$ cat config.mk
export PLATFORM = sky130hd
export DESIGN_NAME = pipe_ctrl
export DESIGN_NICKNAME = d
export VERILOG_FILES = /design/src/rtl/pipe_ctrl.sv
export SDC_FILE = /design/constraint.sdc
export NUM_CORES = 1
export LEC_CHECK = 0
export CORE_AREA = 2 2 39 41
export CTS_BUF_LIST = sky130_fd_sc_hd__clkbuf_8
export CTS_CLUSTER_SIZE = 24
export DETAILED_ROUTE_END_ITERATION = 8
export DIE_AREA = 0 0 41 43
export PLACE_DENSITY = 0.66
export SETUP_SLACK_MARGIN = 0.02
export SYNTH_ARGS = -nofsm -noshare
export SYNTH_HDL_FRONTEND = slang
export SYNTH_SLANG_ARGS = --single-unit
$ cat constraint.sdc
create_clock -name clk -period 1.85 [get_ports clk]
set_clock_uncertainty 0.2 [all_clocks]
set_input_delay 0.37 -clock clk [delete_from_list [all_inputs] [get_ports clk]]
set_output_delay 0.37 -clock clk [all_outputs]
set_load 0.1 [all_outputs]
$ cat src/rtl/pipe_ctrl.sv
// pipe_ctrl: pipeline sequencer for the 5-stage Beta core.
// Selects next-PC source, PC write enable and fetch/decode IR sources each
// cycle. Priority in RUN is stall > illop > interrupt > taken branch/jump.
// Optional performance counters are built when PIPE_CTRL_PERF_EN is defined.
//
// state    | meaning
// ---------+--------------------------------------------------------------
// ST_RUN   | normal issue; arbitrates stall, illop, irq, branch
// ST_TRAP  | exception just injected; irq masked, decode fed NOPs
//
// The IR source codes below are shared with decode; guard so that a project
// wide definition wins if one is already present.
`ifndef IR_SRC_DATA
`define IR_SRC_DATA 2'd0
`endif
`ifndef IR_SRC_NOP
`define IR_SRC_NOP 2'd1
`endif
`ifndef IR_SRC_EXCEPT
`define IR_SRC_EXCEPT 2'd2
`endif

module pipe_ctrl #(
  parameter int unsigned TRAP_CYCLES = 1,
  parameter int unsigned CNT_W       = 32
) (
  input  logic       clk,
  input  logic       rst,
  input  logic       stall,
  input  logic       op_jmp,
  input  logic       op_beq,
  input  logic       op_bne,
  input  logic       zr,
  input  logic       illop,
  input  logic       irq,
  input  logic       int_en,
  output logic [2:0] pc_sel,
  output logic       pc_we,
  output logic [1:0] ir_src_if,
  output logic [1:0] ir_src_dec,
  output logic       irq_ack,
  output logic       busy_trap
`ifdef PIPE_CTRL_PERF_EN
  ,
  output logic [CNT_W-1:0] stall_cnt,
  output logic [CNT_W-1:0] flush_cnt,
  output logic [CNT_W-1:0] trap_cnt_tot
`endif
);

  localparam logic [0:0] ST_RUN  = 1'b0;
  localparam logic [0:0] ST_TRAP = 1'b1;

  localparam logic [2:0] PC_INC   = 3'd0;
  localparam logic [2:0] PC_BR    = 3'd1;
  localparam logic [2:0] PC_JMP   = 3'd2;
  localparam logic [2:0] PC_ILLOP = 3'd3;
  localparam logic [2:0] PC_XADR  = 3'd4;

  // Trap length is loaded on entry and counted down to 1.
  localparam logic [3:0] TRAP_INIT = 4'(TRAP_CYCLES);

  logic [0:0] state;
  logic [3:0] trap_cnt;
  logic       irq_pending;
  logic       taken;
  logic       irq_take;
  logic       enter_trap;

  assign taken = op_jmp | (op_beq & zr) | (op_bne & ~zr);

  // An interrupt raised this very cycle counts as pending, so a level irq
  // held through reset is serviced on the first cycle after release.
  assign irq_take = (irq_pending | irq) & int_en;

  // Output decode: combinational from state and current decode inputs.
  always_comb begin
    pc_sel     = PC_INC;
    pc_we      = 1'b0;
    ir_src_if  = `IR_SRC_NOP;
    ir_src_dec = `IR_SRC_NOP;
    irq_ack    = 1'b0;
    busy_trap  = 1'b0;
    enter_trap = 1'b0;
    if (!rst) begin
      if (state == ST_TRAP) begin
        busy_trap = 1'b1;
        pc_we     = ~stall;
        ir_src_if = `IR_SRC_DATA;
      end else if (stall) begin
        // Refetch the same word and bubble exec; all decisions wait.
        ir_src_if = `IR_SRC_DATA;
      end else if (illop) begin
        pc_sel     = PC_ILLOP;
        pc_we      = 1'b1;
        ir_src_dec = `IR_SRC_EXCEPT;
        enter_trap = 1'b1;
      end else if (irq_take) begin
        // Replaces a coincident branch target; the branch itself completes.
        pc_sel     = PC_XADR;
        pc_we      = 1'b1;
        ir_src_dec = `IR_SRC_EXCEPT;
        irq_ack    = 1'b1;
        enter_trap = 1'b1;
      end else if (taken) begin
        pc_sel     = op_jmp ? PC_JMP : PC_BR;
        pc_we      = 1'b1;
        ir_src_dec = `IR_SRC_DATA;
      end else begin
        pc_we      = 1'b1;
        ir_src_if  = `IR_SRC_DATA;
        ir_src_dec = `IR_SRC_DATA;
      end
    end
  end

  // State and trap countdown; a stall freezes the countdown.
  always_ff @(posedge clk) begin
    if (rst) begin
      state    <= ST_RUN;
      trap_cnt <= 4'd0;
    end else if (state == ST_RUN) begin
      if (enter_trap) begin
        state    <= ST_TRAP;
        trap_cnt <= TRAP_INIT;
      end
    end else if (!stall) begin
      if (trap_cnt <= 4'd1) begin
        state    <= ST_RUN;
        trap_cnt <= 4'd0;
      end else begin
        trap_cnt <= trap_cnt - 4'd1;
      end
    end
  end

  // Interrupt latch: the ack cycle clears it, later irq cycles set it again.
  always_ff @(posedge clk) begin
    if (rst) begin
      irq_pending <= 1'b0;
    end else if (irq_ack) begin
      irq_pending <= 1'b0;
    end else if (irq) begin
      irq_pending <= 1'b1;
    end
  end

`ifdef PIPE_CTRL_PERF_EN
  localparam logic [CNT_W-1:0] CNT_MAX = '1;
  localparam logic [CNT_W-1:0] CNT_ONE = CNT_W'(1);

  // Saturating event counters, cleared by reset.
  always_ff @(posedge clk) begin
    if (rst) begin
      stall_cnt    <= '0;
      flush_cnt    <= '0;
      trap_cnt_tot <= '0;
    end else begin
      if (state == ST_RUN && stall && stall_cnt != CNT_MAX)
        stall_cnt <= stall_cnt + CNT_ONE;
      if (ir_src_if == `IR_SRC_NOP && flush_cnt != CNT_MAX)
        flush_cnt <= flush_cnt + CNT_ONE;
      if (enter_trap && trap_cnt_tot != CNT_MAX)
        trap_cnt_tot <= trap_cnt_tot + CNT_ONE;
    end
  end
`endif

endmodule
==> results_dict.tcl, run 1 <==
set metrics [dict create \
    hpwlAfterDp_um 1000 \
    avgSynthCellArea_um2 7.34 \
    synthFlopType "dfxtp_1" \
    regArea_um2 121 \
    clockBufferDepth 2 \
    antennaDiodeCount 0 \
    place_area_um2 843 \
    syn_inst 60 \
    ctsRootBufferMaster "clkbuf_8" \
    grt-ovfl-total 0 \
    rsz0062_at_grt "yes" \
    placedCellCount 105 \
    die_y_um 43 \
    syn_area_um2 440 \
    io_pins 20 \
    hold_class "input port to flip-flop" \
    slew_viol_final 0 \
    layout.nets 108 \
    cts_tree "built" \
    powerDensity_mw_per_mm2 637 \
    numCtsBuffers 3 \
    worstSetupPathType "flip-flop to output pin" \
    yosys_register_bits 6 \
    clock_sinks 6 \
    postRouteAntennaNets 0 \
    grt_pass1_wl_um 2140 \
    fillerInstances 110 \
    synth_edf_count 0 \
    max_cap_viol_count 0 \
    antenna_found_initial 0 \
    min_period_ps 1970 \
    utilization_pct 68.2 \
    critPathLaunchType "flip-flop" \
    die_w_um 41 \
    finalSetupViolCount 5 \
    path_clk_slew_ps 40 \
    crit_buf_inv 1 \
    rows 14 \
    core_mm2 0.00138 \
    failed_checks "negative setup slack" \
    yosysUniqueCellTypes 26 \
    path_delay_family "simple AND/OR/NAND/NOR gates" \
    final_common_cell "buf_4" \
    yosys_warnings 0 \
    whs_ps 266 \
    finalHoldViolCount 0 \
    status "complete, but fails checks" \
    netlist.area_leader.share_pct 27.3 \
    via_per_inst 5.04 \
    cp.arrival_ps 1400 \
    cp-end-kind "output pin" \
    multi_input_area_um2 355 \
    syn_to_final_growth_pct 114 \
    drtIter0Drc 2 \
    drc 0 \
    io_buffers 18 \
    crit_required_ps 1280 \
    cp_max_fo 3 \
    clock.fmax_ghz 0.507 \
    post-route-cell-area_um2 943 \
    dr.pass1.iters 3 \
    routedWlPerCell_um 12.4 \
    synthTopCellsByArea "dfxtp_1, nor2_1, ha_1, or3_1, buf_4" \
    postCtsHoldBufs 0 \
    fin_cells 110 \
    max_stage_delay_ps 340 \
    leakagePower_nw 0.409 \
    final_cell_mix "buf_4, buf_12, nor2_1, dfxtp_1, buf_2" \
    layout-drive-gt1-share_pct 53.2 \
    ctsHtreeMaxLevel 1 \
    syn_nets 72 \
    drt_wl_total_um 1360 \
    post-route-period-util_pct 107 \
    yosysTopAreaCell "dfxtp_1" \
    grt_max_degree 10 \
    path_cells "o21a_1 -> or3_4 -> a21oi_4 -> buf_12" \
    clk_latency_ps 230 \
    synthArstFlopShare_pct 0 \
    yosysSeqAreaShare_pct 27.3 \
    die_area_mm2 0.00176 \
    cp_slowest_cell "or3_4" \
    start_util_pct 31.8 \
    routabilityCongestion 0.779 \
    grt_pass1_vias 534 \
    num_vias 554 \
    peakVddDrop_uv 446 \
    gr-usage-all-layers_pct 18.1 \
    fin_ws_ps -122 \
]
## area by class of cell
type / count / share of cell area [%]
clock buffer: 3 / 4.38
inverter: 3 / 1.19
multi-input combinational: 46 / 37.7
sequential: 6 / 12.9
tap: 16 / 2.12
timing repair buffer: 36 / 41.8
## timing repair
action,4_1_cts,5_1_grt
buffers inserted,2,0
cloned,0,0
gates resized for setup,43,2
pin swaps,8,0
endpoints found under the setup margin,9,7
endpoints found under the hold margin,0,0
## final timing paths
check                    from     endpoint  slack [ps]  depth (start not counted)
setup / recovery  irq_pending    pc_sel[0]        -120                          4
hold / removal            rst  trap_cnt[3]         270                          3
setup reg to reg  trap_cnt[0]  trap_cnt[3]         150                          6
hold reg to reg   trap_cnt[1]  trap_cnt[1]         310                          2
## logic make-up (layout without fill, tap and decap cells)
kind of cell | Yosys count | after routing | synth area share, %
compound gates | 20 | 20 | 30.7
fa+ha+maj | 2 | 2 | 5.68
buf+inv | 8 | 42 | 9.38
flops | 6 | 6 | 27.3
other cells | 1 | 1 | 0.851
simple gates | 23 | 23 | 26.1
## cells in the mapped netlist, types with 2 or more instances
| master | n |
|---|---|
| clkbuf_1 | 2 |
| nor2b_1 | 3 |
| nand2_1 | 2 |
| ha_1 | 2 |
| a21oi_1 | 4 |
| nor3_1 | 2 |
| inv_1 | 3 |
| or3_1 | 4 |
| dfxtp_1 | 6 |
| a21o_1 | 2 |
| buf_4 | 3 |
| o21ai_0 | 3 |
| a31oi_1 | 3 |
| nor2_1 | 9 |
## metal layers
layer | up-vias | routed length, um | global-route usage (%)
met5 | - | 0 | 0
met4 | 0 | 39 | 12.0
met3 | 5 | 59 | 3.14
met2 | 15 | 695 | 30.0
met1 | 249 | 566 | 19.4
li1 | 285 | - | -
## metrics by stage
| stage | setup TNS [ps] | setup slack (ps) | total power, W |
|---|---|---|---|
| after global routing | -568 | -157 | 0.000624 |
| after global placement | -3450 | -438 | 0.000383 |
| after floorplan | -3970 | -918 | 0.000294 |
| after CTS | -393 | -113 | 0.000604 |
| final | -394 | -122 | 0.000601 |
| after detailed placement | -3550 | -463 | 0.000386 |
## worst reg2reg max path: stages, from the launching register on
cell and delay (ps):
dfxtp_1 360, inv_1 80, ha_1 250, nor2_2 160, o31ai_1 100, or3_1 350
a31oi_1 130
## sequential cells by signal, summed over array words and instances (netlist names)
register / flops
trap_cnt: 4
irq_pending: 1
state: 1
## power breakdown
group | total [W] | switching, W | internal (W)
sequential | 0.000142 | 0.00000498 | 0.000137
clock | 0.000199 | 0.0000592 | 0.000140
combinational | 0.000260 | 0.000151 | 0.000109
(Power assumes the default switching activity.)
==> run 2: changes to the inputs <==
- ABC_AREA: default -> 0
- PLACE_DENSITY: 0.66 -> 0.69
- clock period: 1.85 -> 1.6 ns (I/O delays scaled with it)
==> run 2 against run 1 <==
The flow still finishes with violations (negative setup slack). Largest cell class is now multi-input combinational cells. Sequential share of layout area increased by 0.35 points. Clock power increased by 16%. Largest power group unchanged. Combinational power increased by 17%. First-iteration DRC count increased to 3.5 times the previous value. Worst setup slack got worse by 210 ps. Hold slack improved by 2.4 ps. Sequential power increased by 17%. Die area unchanged. Register-to-register slack got worse by 80 ps. Via count increased by 1.6%. Utilization increased by 0.27 points.
==> results_dict.tcl, run 2 (same netlist as run 1, synthesis figures left out) <==
set metrics [dict create \
    status "complete, but fails checks" \
    failed_checks "negative setup slack" \
    dr.pass1.iters 4 \
    grt-ovfl-total 0 \
    path_delay_family "simple AND/OR/NAND/NOR gates" \
    num_vias 563 \
    drt_wl_total_um 1430 \
    powerDensity_mw_per_mm2 740 \
    grt_pass1_wl_um 2190 \
    die_w_um 41 \
    antennaDiodeCount 0 \
    rsz0062_at_grt "yes" \
    largest_register_ffs 4 \
    grt_pass1_vias 538 \
    reg2reg_depth 6 \
    io_pins 20 \
    postCtsHoldBufs 0 \
    crit_cells 4 \
    cp_max_fo 3 \
    utilization_pct 68.4 \
    core_mm2 0.00138 \
    crit_buf_inv 1 \
    layout.nets 104 \
    via_per_inst 5.31 \
    min_period_ps 1940 \
    gr-usage-all-layers_pct 18.1 \
    finalHoldViolCount 0 \
    clk_latency_ps 230 \
    start_util_pct 31.8 \
    numCtsBuffers 3 \
    cp-end-kind "output pin" \
    hpwlAfterDp_um 1020 \
    cp_slowest_cell "or3_4" \
    critPathLaunchType "flip-flop" \
    hold_class "input port to flip-flop" \
    routedWlPerCell_um 13.5 \
    layout-drive-gt1-share_pct 55.6 \
    max_stage_delay_ps 340 \
    regToRegStartpoint "trap_cnt[0]" \
    drtIter0Drc 7 \
    routabilityCongestion 0.770 \
    final_common_cell "buf_4" \
    grt_max_degree 10 \
    path_clk_slew_ps 40 \
    final_cell_mix "buf_4, buf_12, nor2_1" \
    max_cap_viol_count 0 \
    fin_ws_ps -336 \
    rows 14 \
    clock_sinks 6 \
    peakVddDrop_uv 604 \
    slew_viol_final 0 \
    ctsRootBufferMaster "clkbuf_8" \
    path_cells "o21a_1 -> or3_4 -> a21oi_4 -> buf_12" \
    setup_tns_ps -1880 \
    cp.arrival_ps 1420 \
    postRouteAntennaNets 0 \
    reg_top3 "trap_cnt (4), irq_pending (1), state (1)" \
    crit_required_ps 1080 \
    post-route-period-util_pct 121 \
    die_area_mm2 0.00176 \
    worstSetupPathType "flip-flop to output pin" \
    crit_path_end "pc_sel[0]" \
    finalSetupViolCount 7 \
    leakagePower_nw 0.390 \
    reg2reg_slack_ps 70 \
    startpoint "irq_pending" \
    antenna_found_initial 0 \
    top_register "trap_cnt" \
    clock.fmax_ghz 0.517 \
    drc 0 \
    cts_tree "built" \
    fillerInstances 128 \
    ctsHtreeMaxLevel 1 \
    io_buffers 18 \
    syn_to_final_growth_pct 115 \
    r2r_end "trap_cnt[3]" \
    die_y_um 43 \
    clockBufferDepth 2 \
]
-- run 2: changes by cell type in the layout (fill, tap and decap cells not counted), moves of 2 or more --
cell,change
inv_2,+2
ha_1,-2
buf_2,-2
dfxtp_2,+3
dfxtp_1,-3
dlygate4sd2_1,+3
inv_1,-2
buf_4,-5
-- run 2: how the worst min path moves through the flow --
stage | slack (ps) | cells after the start | start | to
after CTS | 260 | 2 | int_en | irq_pending
after global placement | 300 | 2 | trap_cnt[1] | trap_cnt[1]
after detailed placement | 310 | 2 | trap_cnt[1] | trap_cnt[1]
after global routing | 280 | 2 | int_en | irq_pending
after floorplan | 230 | 1 | int_en | irq_pending
final | 270 | 2 | int_en | irq_pending
-- run 2: report_power, final --
group          total, W  leakage, nW  internal, W  switching (W)
clock network  0.000230       0.0216     0.000162      0.0000682
logic          0.000305        0.318     0.000128       0.000177
registers      0.000166       0.0505     0.000159     0.00000651
-- run 2: cell type report --
cell class	instances	area, um2	area share, %
flip-flops and latches	6	125	13.2
multi-input cells	46	378	39.9
clock buffers	3	41.3	4.36
inverters	3	11.3	1.19
repair buffers	32	372	39.2
well taps	16	20.0	2.11
-- run 2: worst reg2reg max path, delay by kind of cell (launching register included) --
family / cells / cell delay, ps
AO/OA/AOI/OAI: 2 / 210
buffers and inverters: 1 / 60
adder cells (fa/ha/maj): 1 / 170
AND/OR/NAND/NOR: 2 / 480
flip-flops: 1 / 350
-- run 2: stage by stage --
step / setup WS, ps / instance area [um2] / hold slack [ps] / instances / power [W]
final: -336 / 947 / 268 / 106 / 0.000701
after global routing: -373 / 947 / 284 / 106 / 0.000731
after CTS: -323 / 921 / 264 / 106 / 0.000689
after detailed placement: -634 / 830 / 307 / 103 / 0.000445
after global placement: -591 / 830 / 298 / 103 / 0.000441
after floorplan: -1070 / 523 / 232 / 60 / 0.000341
-- run 2: per-layer routing --
metal / global-route usage [%] / vias up / part of all wire [%]
met5: 0 / - / 0
met1: 20.8 / 265 / 39
met2: 29.4 / 22 / 53
met3: 3.66 / 3 / 5.9
li1: - / 273 / -
met4: 10.0 / 0 / 2.2
-- run 2: what timing repair did --
action | in CTS | in global routing
endpoints found under the setup margin | 13 | 13
resized for setup | 36 | 10
endpoints found under the hold margin | 0 | 0
setup buffers | 0 | 2
pin swaps | 8 | 1
==> run 3: changes to the inputs <==
- REMOVE_ABC_BUFFERS: default -> 1
==> run 3 against run 2 <==
The flow still finishes with violations (negative setup slack). Largest cell class is now non-clock buffers. Combinational power rose by 4%. Critical path depth stayed put. Cell count rose by 4.7%. Sequential power barely moved. Final area grew 3.3%. Worst setup slack got worse by 35 ps. Non-clock buffer count is 5 higher. Highest routed layer unchanged. Global-route usage rose by 2.2 points. Utilization increased by 2.3 points. Die area unchanged. Flip-flop and latch count is the same. Clock-buffer cell count unchanged.
==> results_dict.tcl, run 3 (same netlist as run 1, synthesis figures left out) <==
set metrics [dict create \
    postRouteAntennaNets 0 \
    rsz0062_at_grt "yes" \
    io_buffers 18 \
    postCtsHoldBufs 0 \
    path_clk_slew_ps 30 \
    routabilityCongestion 0.891 \
    regArea_um2 124 \
    start_util_pct 31.8 \
    final_common_cell "buf_4" \
    utilization_pct 70.7 \
    clk_latency_ps 220 \
    placedCellCount 107 \
    via_per_inst 5.26 \
    fin_ws_ps -370 \
    layout-drive-gt1-share_pct 55.8 \
    multi_input_area_um2 379 \
    critPathLaunchType "flip-flop" \
    antennaDiodeCount 0 \
    finalHoldViolCount 0 \
    final_cell_mix "buf_4, buf_12, nor2_1, clkdlybuf4s15_1" \
    clock_sinks 6 \
    antenna_found_initial 0 \
    regToRegStartpoint "trap_cnt[0]" \
    cts_tree "built" \
    peakVddDrop_uv 456 \
    leakagePower_nw 0.407 \
    clock.fmax_ghz 0.508 \
    numCtsBuffers 3 \
    ctsHtreeMaxLevel 1 \
    reg_top3 "trap_cnt (4), irq_pending (1), state (1)" \
    fillerInstances 94 \
    clockBufferDepth 2 \
    drtIter0Drc 6 \
    drc 0 \
    failed_checks "negative setup slack" \
    powerDensity_mw_per_mm2 724 \
    place_area_um2 836 \
    num_vias 584 \
    syn_to_final_growth_pct 122 \
    post-route-cell-area_um2 978 \
    die_area_mm2 0.00176 \
    grt_pass1_vias 625 \
    cp.arrival_ps 1450 \
    fin_cells 111 \
    largest_register_ffs 4 \
    max_cap_viol_count 0 \
    die_w_um 41 \
    slew_viol_final 0 \
    cp-end-kind "output pin" \
    ctsRootBufferMaster "clkbuf_8" \
    grt_pass1_wl_um 2480 \
    startpoint "state" \
    layout.nets 109 \
    drt_wl_total_um 1630 \
    power.total_w 0.000708 \
    grt-ovfl-total 0 \
    gr-usage-all-layers_pct 20.3 \
    dr.pass1.iters 4 \
    min_period_ps 1970 \
    cp_max_fo 5 \
    hold_class "flip-flop to flip-flop" \
    io_pins 20 \
    hpwlAfterDp_um 1110 \
    rows 14 \
    status "complete, but fails checks" \
    die_y_um 43 \
    routedWlPerCell_um 14.7 \
    grt_max_degree 10 \
    post-route-period-util_pct 123 \
    finalSetupViolCount 8 \
    crit_required_ps 1080 \
    worstSetupPathType "flip-flop to output pin" \
    core_mm2 0.00138 \
    worstHoldStart "irq_pending" \
    top_register "trap_cnt" \
]
run 3: through the flow:
stage	setup slack, ps	TNS (ps)	hold slack [ps]
3_3_place_gp	-646	-6020	288
3_5_place_dp	-682	-6460	308
2_1_floorplan	-4270	-14630	189
6_report	-370	-2150	306
5_1_grt	-393	-2420	353
4_1_cts	-357	-1990	311
run 3: final cells by class:
type | count | share of cell area [%]
timing repair buffer | 37 | 41.2
tap | 16 | 2.05
inverter | 3 | 1.15
multi-input combinational | 46 | 38.7
clock buffer | 3 | 4.22
sequential | 6 | 12.7
run 3: worst max-delay path: stages, from the launching register on:
cell	delay, ps
dfxtp_2	310
or3_4	430
nor3_2	150
buf_4	170
buf_12	170
run 3: timing repair:
action | 4_1_cts | 5_1_grt
setup buffers | 1 | 2
setup endpoints to repair | 13 | 11
resized for setup | 39 | 10
pin swaps | 9 | 6
run 3: path summary, 6_finish.rpt:
kind	slack, ps	cells after the start	endpoint
setup / recovery	-370	4	pc_sel[2]
hold / removal	310	2	irq_pending
setup reg to reg	-20	6	state
hold reg to reg	310	2	irq_pending
run 3: per-layer routing:
metal / part of all wire, % / routed length (um) / vias to the layer above / global-route usage, %
met2: 55 / 894 / 16 / 33.8
met3: 3.3 / 54 / 2 / 7.33
met1: 41 / 668 / 280 / 21.6
li1: - / - / 286 / -
met4: 0.74 / 12 / 0 / 8.67
met5: 0 / 0 / - / 0
run 3: power by group:
group | switching (W) | internal (W)
Combinational | 0.000184 | 0.000133
Sequential | 0.00000614 | 0.000159
Clock | 0.0000643 | 0.000161
Total | 0.000254 | 0.000454
